==> config.mk <==
export PLATFORM = sky130hd
export DESIGN_NAME = key_debounce
export DESIGN_NICKNAME = d
export VERILOG_FILES = /design/src/rtl/key_debounce.sv
export SDC_FILE = /design/constraint.sdc
export NUM_CORES = 1
export LEC_CHECK = 0
export BUFFER_PORTS_ARGS = -buffer_cell sky130_fd_sc_hd__buf_2
export CAP_MARGIN = 0
export CORE_MARGIN = 2
export CORE_UTILIZATION = 55
export DETAILED_ROUTE_END_ITERATION = 8
export GPL_TIMING_DRIVEN = 1
export PLACE_DENSITY = 0.78
export SLEW_MARGIN = 0
export SYNTH_ARGS = -nofsm -noshare
export SYNTH_HDL_FRONTEND = slang
export SYNTH_SLANG_ARGS = --single-unit
==> constraint.sdc <==
create_clock -name clk -period 3.15 [get_ports clk]
set_input_delay 0.945 -clock clk [delete_from_list [all_inputs] [get_ports clk]]
set_output_delay 0.945 -clock clk [all_outputs]
set_load 0.005 [all_outputs]
==> src/rtl/key_debounce.sv <==
// key_debounce: synchronizes and debounces active-low push buttons, producing a
// registered pressed level plus one-cycle press, release and long-press pulses per key.
module key_debounce #(
  parameter int unsigned KEY_NUM         = 4,
  parameter int unsigned DEBOUNCE_CYCLES = 1_000_000,
  parameter int unsigned LONG_CYCLES     = 50_000_000
) (
  input  logic               clk,
  input  logic               rst_n,
  input  logic [KEY_NUM-1:0] key_n,
  output logic [KEY_NUM-1:0] key_level,
  output logic [KEY_NUM-1:0] key_press,
  output logic [KEY_NUM-1:0] key_release,
  output logic [KEY_NUM-1:0] key_long
);

  // Guard the widths so a parameter of 2 still yields a usable 1-bit counter.
  localparam int unsigned CntW  = (DEBOUNCE_CYCLES > 2) ? $clog2(DEBOUNCE_CYCLES) : 1;
  localparam int unsigned HoldW = (LONG_CYCLES > 2) ? $clog2(LONG_CYCLES) : 1;

  localparam logic [CntW-1:0]  CntMax  = CntW'(DEBOUNCE_CYCLES - 1);
  localparam logic [HoldW-1:0] HoldMax = HoldW'(LONG_CYCLES - 1);

  typedef enum logic [1:0] {
    StIdle,
    StPressWait,
    StPressed,
    StReleaseWait
  } state_e;

  // Two-flop synchronizer; sync2_q is the synchronized key_s level (0 = pressed).
  logic [KEY_NUM-1:0] sync1_q;
  logic [KEY_NUM-1:0] sync2_q;

  state_e           state_q [KEY_NUM];
  state_e           state_d [KEY_NUM];
  logic [CntW-1:0]  cnt_q   [KEY_NUM];
  logic [CntW-1:0]  cnt_d   [KEY_NUM];
  logic [HoldW-1:0] hold_q  [KEY_NUM];
  logic [HoldW-1:0] hold_d  [KEY_NUM];

  logic [KEY_NUM-1:0] fired_q, fired_d;
  logic [KEY_NUM-1:0] level_q, level_d;
  logic [KEY_NUM-1:0] press_q, press_d;
  logic [KEY_NUM-1:0] release_q, release_d;
  logic [KEY_NUM-1:0] long_q, long_d;

  // Synchronizer flops reset to the released level.
  always_ff @(posedge clk or negedge rst_n) begin
    if (!rst_n) begin
      sync1_q <= '1;
      sync2_q <= '1;
    end else begin
      sync1_q <= key_n;
      sync2_q <= sync1_q;
    end
  end

  // Per-key FSM state, counters and registered outputs.
  always_ff @(posedge clk or negedge rst_n) begin
    if (!rst_n) begin
      for (int unsigned i = 0; i < KEY_NUM; i++) begin
        state_q[i] <= StIdle;
        cnt_q[i]   <= '0;
        hold_q[i]  <= '0;
      end
      fired_q   <= '0;
      level_q   <= '0;
      press_q   <= '0;
      release_q <= '0;
      long_q    <= '0;
    end else begin
      for (int unsigned i = 0; i < KEY_NUM; i++) begin
        state_q[i] <= state_d[i];
        cnt_q[i]   <= cnt_d[i];
        hold_q[i]  <= hold_d[i];
      end
      fired_q   <= fired_d;
      level_q   <= level_d;
      press_q   <= press_d;
      release_q <= release_d;
      long_q    <= long_d;
    end
  end

  // Next-state and next-output logic, evaluated independently for every key.
  always_comb begin
    fired_d   = fired_q;
    level_d   = level_q;
    press_d   = '0;
    release_d = '0;
    long_d    = '0;
    for (int unsigned i = 0; i < KEY_NUM; i++) begin
      state_d[i] = state_q[i];
      cnt_d[i]   = cnt_q[i];
      hold_d[i]  = hold_q[i];

      case (state_q[i])
        StIdle: begin
          if (!sync2_q[i]) begin
            state_d[i] = StPressWait;
            cnt_d[i]   = '0;
          end
        end

        StPressWait: begin
          if (sync2_q[i]) begin
            state_d[i] = StIdle;
            cnt_d[i]   = '0;
          end else if (cnt_q[i] == CntMax) begin
            state_d[i] = StPressed;
            level_d[i] = 1'b1;
            press_d[i] = 1'b1;
            hold_d[i]  = '0;
            fired_d[i] = 1'b0;
          end else begin
            cnt_d[i] = cnt_q[i] + CntW'(1);
          end
        end

        StPressed: begin
          if (sync2_q[i]) begin
            state_d[i] = StReleaseWait;
            cnt_d[i]   = '0;
          end else if (hold_q[i] == HoldMax && !fired_q[i]) begin
            long_d[i]  = 1'b1;
            fired_d[i] = 1'b1;
          end else if (hold_q[i] != HoldMax) begin
            hold_d[i] = hold_q[i] + HoldW'(1);
          end
        end

        StReleaseWait: begin
          // A bounce back to pressed keeps hold and the fired flag, so one
          // physical press can never produce two long pulses.
          if (!sync2_q[i]) begin
            state_d[i] = StPressed;
          end else if (cnt_q[i] == CntMax) begin
            state_d[i]   = StIdle;
            level_d[i]   = 1'b0;
            release_d[i] = 1'b1;
          end else begin
            cnt_d[i] = cnt_q[i] + CntW'(1);
          end
        end

        default: begin
          state_d[i] = StIdle;
        end
      endcase
    end
  end

  assign key_level   = level_q;
  assign key_press   = press_q;
  assign key_release = release_q;
  assign key_long    = long_q;

endmodule
==> results.json <==
{
  "path_clk_slew_ns": 0.06,
  "routedWlPerCell_um": 15.6,
  "post-dp-hpwl_um": 16200,
  "max_clock_freq_ghz": 0.400,
  "maximum_number_of_pins_on_one_net_before_global_route_repair": 73,
  "place.port_buffers": 21,
  "n_antenna_cell": 0,
  "worst_ep_arrival_time_ns": 2.90,
  "worst_min_delay_path_class": "reg2reg",
  "number_of_antenna_violations_at_the_first_check_in_global_routing": 0,
  "tritoncts": "built",
  "grt.total_usage_pct": 22.4,
  "timing.setup.tns_ns": 0,
  "timing_worst_setup_path_type": "reg2reg",
  "critical_path_required_ns": 3.56,
  "combined_area_of_the_multi_input_logic_cells_um2": 5850,
  "cts_inserted_buffers": 24,
  "slew_viols_final": 0,
  "async_reset_ff_share_pct": 100,
  "grt_pass1_vias": 9257,
  "insertion_delay_to_the_later_sink_of_the_worst_skew_pair_ns": 0.52,
  "critical_path.startpoint": "cnt_q[7]",
  "sequential_standard_cell_area_um2": 5520,
  "syn_inst": 1264,
  "post_route_drc_violation_count": 0,
  "synth.avg_cell_area_um2": 9.26,
  "synthDominantAreaCellType": "sky130_fd_sc_hd__dfrtp_1",
  "timing.final.crit_period_ns": 2.50,
  "timing.hold.worst.start": "sync1_q[3]",
  "place_congestion": 0.856,
  "most_frequent_cells_in_the_layout": "212 x sky130_fd_sc_hd__dfrtp_1, 106 x sky130_fd_sc_hd__nand2_1, 88 x sky130_fd_sc_hd__a21oi_1",
  "layout-drive-gt1-share_pct": 9.05,
  "die_area_um2": 22500,
  "peakVddDrop_mv": 0.396,
  "post_cts.resized_instances": 0,
  "grt.overflow.total": 0,
  "layout_worst_path_cycle_share_pct": 79.3,
  "detail_route.wirelength_um": 24500,
  "row_count": 53,
  "worst-slew-pin-transition_ns": 1.04,
  "cap_violations": 0,
  "max_slew_margin_pct": 30.3,
  "synth.yosys.seq_area_share_pct": 47.1,
  "num_io_pins": 22,
  "worstSetupEndpointType": "register",
  "post-place-ws_ns": 0.710,
  "final_nets": 1289,
  "timing.critical_path.from_type": "register",
  "maximum_fanout_along_the_worst_path": 7,
  "commonest_non_fill_non_tap_cell_in_the_layout": "sky130_fd_sc_hd__dfrtp_1",
  "final_critical_path_setup_slack_ns": 0.653,
  "place_area_um2": 12100,
  "syn-cell-area_um2": 11700,
  "floorplan.initialDensity_pct": 55.9,
  "dr.first_iter.drc_count": 601,
  "cts_hold_repair.buffers": 0,
  "fp.dieH_um": 150,
  "top_area_cells_in_the_synthesized_netlist": "sky130_fd_sc_hd__dfrtp_1 45%, sky130_fd_sc_hd__a21oi_1 3.8%, sky130_fd_sc_hd__nand3_1 3.7%",
  "postRouteAntennaNets": 0,
  "finalCoreUtilization_pct": 61.9,
  "clock_sink_count": 220,
  "postCtsSetupRepairBufs": 0,
  "hold_viol": 0,
  "power.leakage_nw": 5.22,
  "synth_top_area_share_pct": 45.3,
  "timing.rr.start": "cnt_q[7]",
  "synth-edff-count": 0,
  "flops_latches_synth": 220,
  "powerDensity_nw_per_um2": 477,
  "cts_max_level": 1,
  "postSynth.topFlopCell": "sky130_fd_sc_hd__dfrtp_1",
  "unrepaired_setup_endpoints_after_global_routing": "false",
  "grt_first_pass_wirelength_um": 43100,
  "yosys_warnings": 0,
  "ys_types": 72,
  "avgViaCountPerCell": 6.17,
  "drt_pre_antenna_iters": 5,
  "final-setup-viol-count": 0,
  "core_region_area_um2": 21000,
  "cts-root-buf": "sky130_fd_sc_hd__clkbuf_16",
  "synth_fp_nets": 1278,
  "area_delta_synth_final_pct": 10.8,
  "die_width_um": 150,
  "clock_path_buffers": 3,
  "result_of_the_run": "finished, final reports clean",
  "route.vias.total": 9679,
  "layout.filler_cells": 1743,
  "fin_skew_ns": 0.0120,
  "finalInstanceArea_um2": 13000
}
-- state kept, by name (all words and copies together) (netlist names), named ones only --
name	cells
sync1_q	4
fired_q	4
key_long	4
hold_q	104
sync2_q	4
cnt_q	80
key_press	4
key_level	4
state_q	4
key_release	4
-- where the power goes --
group | switching, mW | internal (mW)
sequential | 0.0442 | 2.86
clock | 1.11 | 1.96
combinational | 0.140 | 0.0612
total | 1.30 | 4.88
-- kinds of logic after synthesis --
group | Yosys count | synth area share, %
flops | 220 | 47.1
compound gates | 283 | 14.8
fa+ha+maj | 8 | 0.855
xor+xnor | 54 | 4.04
buf+inv | 80 | 3.05
simple gates | 610 | 29.4
mux | 9 | 0.780
-- critical path: stages, from the launching register on --
cell                       delay [ns]
sky130_fd_sc_hd__dfrtp_1         0.43
sky130_fd_sc_hd__or4b_2          0.75
sky130_fd_sc_hd__nor4_4          0.30
sky130_fd_sc_hd__and2_0          0.43
sky130_fd_sc_hd__o21ai_0         0.16
sky130_fd_sc_hd__a221oi_1        0.31
-- stage by stage --
stage	hold WS (ns)	instances	total power, mW
6_report	0.352	1568	6.18
5_1_grt	0.356	1568	6.40
4_1_cts	0.352	1568	6.26
3_5_place_dp	0.349	1524	3.16
3_3_place_gp	0.345	1524	3.15
2_1_floorplan	0.345	1264	3.05
-- area by class of cell --
class	count	share of cell area, %
clock buffers	38	5.82
inverters	27	0.781
flip-flops and latches	220	42.5
well taps	275	2.65
clock inverters	6	1.00
repair buffers	38	2.16
multi-input cells	964	45.1
-- layer usage --
metal,share of wire [%],track usage [%]
met5,0,0
met4,1.9,5.33
met3,3.3,2.71
met2,47,36.1
met1,48,32.6
-- cell usage after synthesis, types with 4 or more instances --
cell type,count
sky130_fd_sc_hd__dfrtp_1,212
sky130_fd_sc_hd__nand2_1,106
sky130_fd_sc_hd__a21oi_1,88
sky130_fd_sc_hd__nand3_1,87
sky130_fd_sc_hd__nor2_1,84
sky130_fd_sc_hd__o21ai_0,77
sky130_fd_sc_hd__nand4_1,54
sky130_fd_sc_hd__or3_1,52
sky130_fd_sc_hd__or4_1,45
sky130_fd_sc_hd__nor3_1,35
sky130_fd_sc_hd__clkbuf_1,34
sky130_fd_sc_hd__o31ai_1,34
sky130_fd_sc_hd__and3_1,29
sky130_fd_sc_hd__nor4_1,29
sky130_fd_sc_hd__xnor2_1,28
sky130_fd_sc_hd__inv_1,27
sky130_fd_sc_hd__o211ai_1,26
sky130_fd_sc_hd__xor2_1,26
sky130_fd_sc_hd__and4_1,15
sky130_fd_sc_hd__nand2b_1,11
sky130_fd_sc_hd__o21a_1,10
sky130_fd_sc_hd__buf_2,9
sky130_fd_sc_hd__dfstp_2,8
sky130_fd_sc_hd__ha_1,8
sky130_fd_sc_hd__mux2i_1,8
sky130_fd_sc_hd__or2_2,8
sky130_fd_sc_hd__nor3b_1,7
sky130_fd_sc_hd__nor4b_1,7
sky130_fd_sc_hd__a31oi_1,6
sky130_fd_sc_hd__and2_1,6
sky130_fd_sc_hd__o21ai_1,6
sky130_fd_sc_hd__a22o_1,5
sky130_fd_sc_hd__buf_6,4
sky130_fd_sc_hd__nand4b_1,4
sky130_fd_sc_hd__nor4bb_1,4
sky130_fd_sc_hd__o41ai_1,4
sky130_fd_sc_hd__or4b_2,4
-- final timing paths --
kind | end | slack, ns | cells past startpoint
max | cnt_q[16] | 0.65 | 5
min | sync2_q[3] | 0.35 | 0
max reg2reg | cnt_q[16] | 0.65 | 5
min reg2reg | sync2_q[3] | 0.35 | 0
max in group asynchronous | sync1_q[1] | 2.02 | 2
min in group asynchronous | hold_q[47] | 0.38 | 1
(Power assumes the default switching activity.)
